===== src/rtl/mem_arbiter.sv =====
// Single-port RAM arbiter between icache and dcache with one-cycle hits.
// Define ARB_FAIR_EN to bound data streaks while an instr request waits.
module mem_arbiter #(
    parameter int ADDR_W    = 32,
    parameter int DATA_W    = 32,
    parameter int MAX_DSTRK = 4
) (
    input  logic              CLK,
    input  logic              nRST,
    input  logic              iREN,
    input  logic [ADDR_W-1:0] iaddr,
    output logic              ihit,
    output logic [DATA_W-1:0] iload,
    input  logic              dREN,
    input  logic              dWEN,
    input  logic [ADDR_W-1:0] daddr,
    input  logic [DATA_W-1:0] dstore,
    output logic              dhit,
    output logic [DATA_W-1:0] dload,
    output logic              ramREN,
    output logic              ramWEN,
    output logic [ADDR_W-1:0] ramaddr,
    output logic [DATA_W-1:0] ramstore,
    input  logic [DATA_W-1:0] ramload,
    input  logic              ram_ready
);

    typedef enum logic [1:0] {
        IDLE,
        IACC,
        DACC,
        RESP
    } state_t;

    state_t state;
    logic   fair;
    logic   gnt_d;
    logic   gnt_i;

    if (MAX_DSTRK < 1) begin : g_bad_cfg
        $error("MAX_DSTRK must be at least 1");
    end

`ifdef ARB_FAIR_EN
    localparam int SW = $clog2(MAX_DSTRK + 1);
    localparam logic [SW-1:0] SMAX = SW'(MAX_DSTRK);

    logic [SW-1:0] streak;

    assign fair = iREN && (streak == SMAX);

    always_ff @(posedge CLK) begin
        if (!nRST) begin
            streak <= '0;
        end else if (state == IDLE) begin
            if (gnt_i) begin
                streak <= '0;
            end else if (gnt_d && iREN && streak != SMAX) begin
                streak <= streak + 1'b1;
            end
        end
    end
`else
    assign fair = 1'b0;
`endif

    // A saturated streak hands the next slot to the waiting instr fetch.
    always_comb begin
        gnt_d = (dREN || dWEN) && !fair;
        gnt_i = iREN && !gnt_d;
    end

    always_ff @(posedge CLK) begin
        if (!nRST) begin
            state    <= IDLE;
            ihit     <= 1'b0;
            dhit     <= 1'b0;
            iload    <= '0;
            dload    <= '0;
            ramREN   <= 1'b0;
            ramWEN   <= 1'b0;
            ramaddr  <= '0;
            ramstore <= '0;
        end else begin
            ihit <= 1'b0;
            dhit <= 1'b0;
            unique case (state)
                IDLE: begin
                    if (gnt_d) begin
                        state    <= DACC;
                        ramaddr  <= daddr;
                        ramstore <= dstore;
                        ramWEN   <= dWEN;
                        ramREN   <= !dWEN;
                    end else if (gnt_i) begin
                        state   <= IACC;
                        ramaddr <= iaddr;
                        ramWEN  <= 1'b0;
                        ramREN  <= 1'b1;
                    end
                end
                IACC, DACC: begin
                    if (ram_ready) begin
                        state  <= RESP;
                        ramREN <= 1'b0;
                        ramWEN <= 1'b0;
                        if (state == IACC) begin
                            ihit  <= 1'b1;
                            iload <= ramload;
                        end else begin
                            dhit <= 1'b1;
                            if (ramREN) begin
                                dload <= ramload;
                            end
                        end
                    end
                end
                RESP: begin
                    state <= IDLE;
                end
                default: begin
                    state <= IDLE;
                end
            endcase
        end
    end

endmodule


===== config.mk =====
export PLATFORM = sky130hd
export DESIGN_NAME = mem_arbiter
export DESIGN_NICKNAME = d
export VERILOG_FILES = /design/src/rtl/mem_arbiter.sv
export SDC_FILE = /design/constraint.sdc
export NUM_CORES = 1
export LEC_CHECK = 0
export CAP_MARGIN = 5
export CORE_MARGIN = 10
export CORE_UTILIZATION = 40
export CTS_BUF_LIST = sky130_fd_sc_hd__clkbuf_8
export DETAILED_ROUTE_END_ITERATION = 16
export PLACE_DENSITY = 0.84
export SLEW_MARGIN = 0
export SYNTH_ARGS = -nofsm -noshare
export SYNTH_HDL_FRONTEND = slang
export SYNTH_SLANG_ARGS = --single-unit

===== constraint.sdc =====
create_clock -name CLK -period 1.7 [get_ports CLK]
set_input_delay 0.51 -clock CLK [delete_from_list [all_inputs] [get_ports CLK]]
set_output_delay 0.51 -clock CLK [all_outputs]
set_load 0.01 [all_outputs]

After elaboration in Yosys (flattened, before gate mapping)
Index checks and enable logic that the tools add are counted.
{"block": "totals", "output_inout_bits": 132, "memories": 0, "in_bits": 134, "latchBits": 0, "ramBits": 0, "word_cells": 45, "regBits": 134, "mem_bits_ro": 0}
{"block": "op_classes", "shift": 0, "n_mux": 15, "multipliers": 0, "addsub": 0, "reduce_logical": 15, "n_eq_ne": 5, "div_mod_pow": 0, "n_bitwise": 1, "magnitude_cmp": 0}
{"cell": "32-bit two-way mux", "n": 2}
{"cell": "3-bit AND reduction", "n": 3}
{"cell": "1-bit two-way mux", "n": 7}
{"cell": "2-bit two-way mux", "n": 3}
{"cell": "2-bit one-hot mux with 3 select lines", "n": 1}
{"cell": "2-bit AND reduction", "n": 3}
{"cell": "2-bit equality test (second input constant)", "n": 2}
{"cell": "1-bit one-hot mux with 2 select lines", "n": 2}
{"cell": "4-bit AND reduction", "n": 1}
{"cell": "2-bit nonzero test", "n": 2}
{"cell": "3-bit != test (second input constant)", "n": 1}
{"cell": "2-bit by 1-bit equality test with 1-bit output (second input constant)", "n": 1}
{"cell": "1-bit logical NOT", "n": 2}
{"cell": "2-bit logical NOT", "n": 1}
{"cell": "2-bit != test (second input constant)", "n": 1}
{"cell": "2-bit OR reduction", "n": 1}
{"cell": "1-bit logical AND", "n": 1}
{"cell": "1-bit logical OR", "n": 1}
{"cell": "1-bit NOT", "n": 1}

Logic depth before layout (Yosys ltp)
{"block": "logic_depth", "depth_word": 6, "depth_mapped": 7, "depth_no_buf": 5}

Least setup slack after synthesis
No wires, ideal clock.
{"block": "synth_timing", "kind": "reg-to-reg", "from": "register state[0]", "to": "register dload[27]", "period_less_slack_ns": 1.467, "setup_time_ns": 0.070, "path_buffers": 1, "required_time_ns": 1.630, "slack_ns": 0.233, "stages_incl_launch_ff": 7, "t_arrival_ns": 1.397, "cell_sequence": "dfxtp_1 -> inv_1 -> ha_1 -> nand4b_1 -> clkbuf_1 -> nand2_1 -> a21oi_1"}
{"block": "synth_between", "elab_chain_len": 3, "elab_cells_between_ends": 5, "classes_between": "2 x eq/ne; 1 x bitwise; 2 x reduce/logical"}
{"item": "from (decl)", "line_no": "35", "text": "state_t state;"}
{"item": "from (signal assigned)", "line_no": "75", "text": "state <= IDLE;"}
{"item": "from (signal assigned)", "line_no": "90", "text": "state <= DACC;"}
{"item": "from (signal assigned)", "line_no": "96", "text": "state <= IACC;"}
{"item": "2-bit by 1-bit equality test with 1-bit output / 2-bit equality test (equally long branches)", "line_no": "87, 107"}
{"item": "2-bit OR reduction / 1-bit NOT (equally long branches)"}
{"item": "4-bit AND reduction (no line) (*)"}
{"item": "to (signal assigned)", "line_no": "113", "text": "dload <= ramload;"}
{"item": "to (decl)", "line_no": "19", "text": "output logic [DATA_W-1:0] dload,"}
Every way passes the cells marked *; elsewhere a longest branch is shown, timed or not.
A chain may end at the register's enable or synchronous reset.

Worst setup path in the final report
{"block": "layout_timing", "from": "register dload[10]", "to": "output dload[10]"}
No word-level cell between the ends.

==> metrics.txt <==
I/O Buffers 265; number of fill cells in the layout 1059; gr usage total 0.194; Placed Cells 1011; cell area after synthesis 5010 sq um; Non-Filler Instances 1043; GPL Wtd Cong 0.804; Cells after Synth 598; Max Slew Vio Count 0; Pwr Density 1270 nW/um^2; crit path kind flop to primary output; DRT iter0 DRCs 288; Cell Int Power 6.88 mW; status completed; initial antenna violation count 0; post-synthesis net count 736; CTS HTree Levels 4; Num CTS Buffers 17; first-pass GRT wire length 27100 microns; Least-Margin Pin Slew 0.343 ns; Setup Skew 0.0134 ns; drt total wl 17600 microns; hpwl dp 13200 microns; most common cell after layout, fill and taps aside nand2_1; Total Nets Final 1000; Slew headroom 0.771; Initial Util 0.412; Site Rows 40; Seq pwr share 0.391; distinct cell type count after synthesis 30; Peak VDD IR 0.000985 V; Hold Violations, Final 0; multi-input gate area in the final layout 2090 sq um; Clock Path Buffers 2; worst path required time 1.19 ns; latest clock arrival within the worst-skew pair 0.44 ns; most frequent cells in the layout nand2_1, dfxtp_1, clkdlybuf4s50_1, dlygate4sd2_1, a21oi_1; Overflow after GRT 0; power share of the clock group 0.250; Die ar. 17400 sq um; wire per inst 16.9 microns; Worst Hold Class flop to flop; Reg area 2680 sq um; Worst setup SP type flop; Boundary Pins 266; Yosys Warn Count 0; pin count of the biggest net entering global routing 53; Worst Path Buf+Inv 1; Critical Path End Type primary output; drt pass-1 iters 4; vias in the first global route 5006; Post-CTS Setup Bufs 0; Setup-failing EPs final 0; max cap viols 0; clk root buf clkbuf_8; DRC errors left 0; TritonCTS clock tree built; crit-path max FO 2; register area share after synthesis 0.535; leakage 3.60 nW; Routed Antenna Nets 0; RSZ-0062 raised after global routing no; Mean Syn Cell Area 8.38 sq um; Die Y 132 microns; min Tclk post-route 1.63 ns; sw power 3.61 mW; Die W 132 microns; Final period util 0.958; CP cell instances dlygate4sd2_1; core area 12200 sq um; Layout area overhead 64.4%; f_max 614 MHz; Sw Share 0.344; DR vias/cell 4.86; share of cells above drive strength 1 0.0697; Slowest cell on crit path dfxtp_1; Worst-path clk slew 0.08 ns; Clock Sinks 134; CP delay by family, top flip-flops; Comb power frac 0.359; crit path DAT 1.12 ns; Via Count 5067; #FFs+latches synth 134; Inserted Diodes 0; crit-path max cell delay 0.38 ns; Hold Slack 0.450 ns
sequential cells by signal, indices dropped and copies added (netlist names):
signal and cells:
ramstore 32, ramWEN 1, dhit 1, ramREN 1, iload 32, ramaddr 32
dload 32, state 2, ihit 1
final timing paths:
check	from	to	slack, ns	cells after the start
max	dload[10]$_SDFFE_PN0P_	dload[10]	0.07	1
min	iload[10]$_SDFFE_PN0P_	iload[10]$_SDFFE_PN0P_	0.45	2
min reg2reg	iload[10]$_SDFFE_PN0P_	iload[10]$_SDFFE_PN0P_	0.45	2
max reg2reg	state[0]$_SDFFE_PN0P_	dload[4]$_SDFFE_PN0P_	0.09	6
through the flow:
stage | util | setup TNS [ns] | cell area [sq um] | worst slack, ns | power [mW]
final | 0.677 | 0 | 8240 | 0.0716 | 10.5
after global routing | 0.677 | 0 | 8240 | 0.00359 | 11.1
after CTS | 0.677 | 0 | 8230 | 0.0135 | 10.6
after detailed placement | 0.658 | -23.24 | 8010 | -0.338 | 8.38
after global placement | 0.658 | -18.67 | 8010 | -0.278 | 8.30
after floorplan | - | 0 | 5010 | 0.233 | 6.17
logic make-up after synthesis:
| logic type | share of synthesized area |
|---|---|
| fa+ha+maj | 0.00999 |
| mux | 0.0662 |
| buf+inv | 0.0492 |
| flops | 0.535 |
| compound gates | 0.177 |
| simple gates | 0.162 |
cell usage after synthesis:
cell,instances,area share
mux2i_1,32,0.064
nand2_1,196,0.15
o22ai_1,1,0.0012
buf_2,17,0.017
and4b_1,1,0.0020
o311a_1,1,0.0020
nor2b_1,1,0.0012
dfxtp_1,134,0.54
ha_1,4,0.010
o21ai_1,8,0.0080
a21oi_1,130,0.13
nor4b_2,1,0.0030
o21ai_0,27,0.027
o211ai_1,1,0.0015
o32ai_1,1,0.0017
o21a_1,1,0.0015
a2111o_1,1,0.0022
inv_1,4,0.0030
clkbuf_1,20,0.015
inv_2,1,0.00075
nor2_4,1,0.0022
nor2_1,1,0.00075
nand2b_1,1,0.0012
nand4b_1,1,0.0017
buf_6,4,0.0090
buf_4,3,0.0045
nor3_1,2,0.0020
o31a_1,1,0.0017
and2_1,1,0.0012
mux2_2,1,0.0022
layer usage:
layer	global-route usage	share of wire	vias to the layer above	wire length (microns)
met5	0	0	-	0
met4	0.0451	0.012	0	217
met3	0.104	0.11	17	1890
met2	0.329	0.49	206	8540
met1	0.206	0.39	2309	6930
li1	-	-	2535	-
power by group through the flow:
stage               clock network, mW  registers (mW)  logic (mW)
floorplan                           0            4.47        1.70
global placement                    0            4.17        4.13
detailed placement                  0            4.18        4.20
CTS                              2.68            4.11        3.79
global route                     2.83            4.19        4.11
finish                           2.62            4.10        3.76
repair_timing:
item,CTS,global route
endpoints found under the setup margin,132,12
hold buffers,0,0
gates resized for setup,132,2
layout make-up:
class	instances	area share
Sequential cell	134	0.326
Timing Repair Buffer	289	0.345
Inverter	5	0.00228
Multi-Input combinational cell	415	0.253
Clock inverter	13	0.0161
Clock buffer	19	0.0317
Tap cell	168	0.0255
worst min-delay path, cell delays in order (launching register included):
cell     delay [ns]
dfxtp_1        0.31
nand2_1        0.05
a21oi_1        0.05
Note: power is estimated with default switching activity, not from simulation.
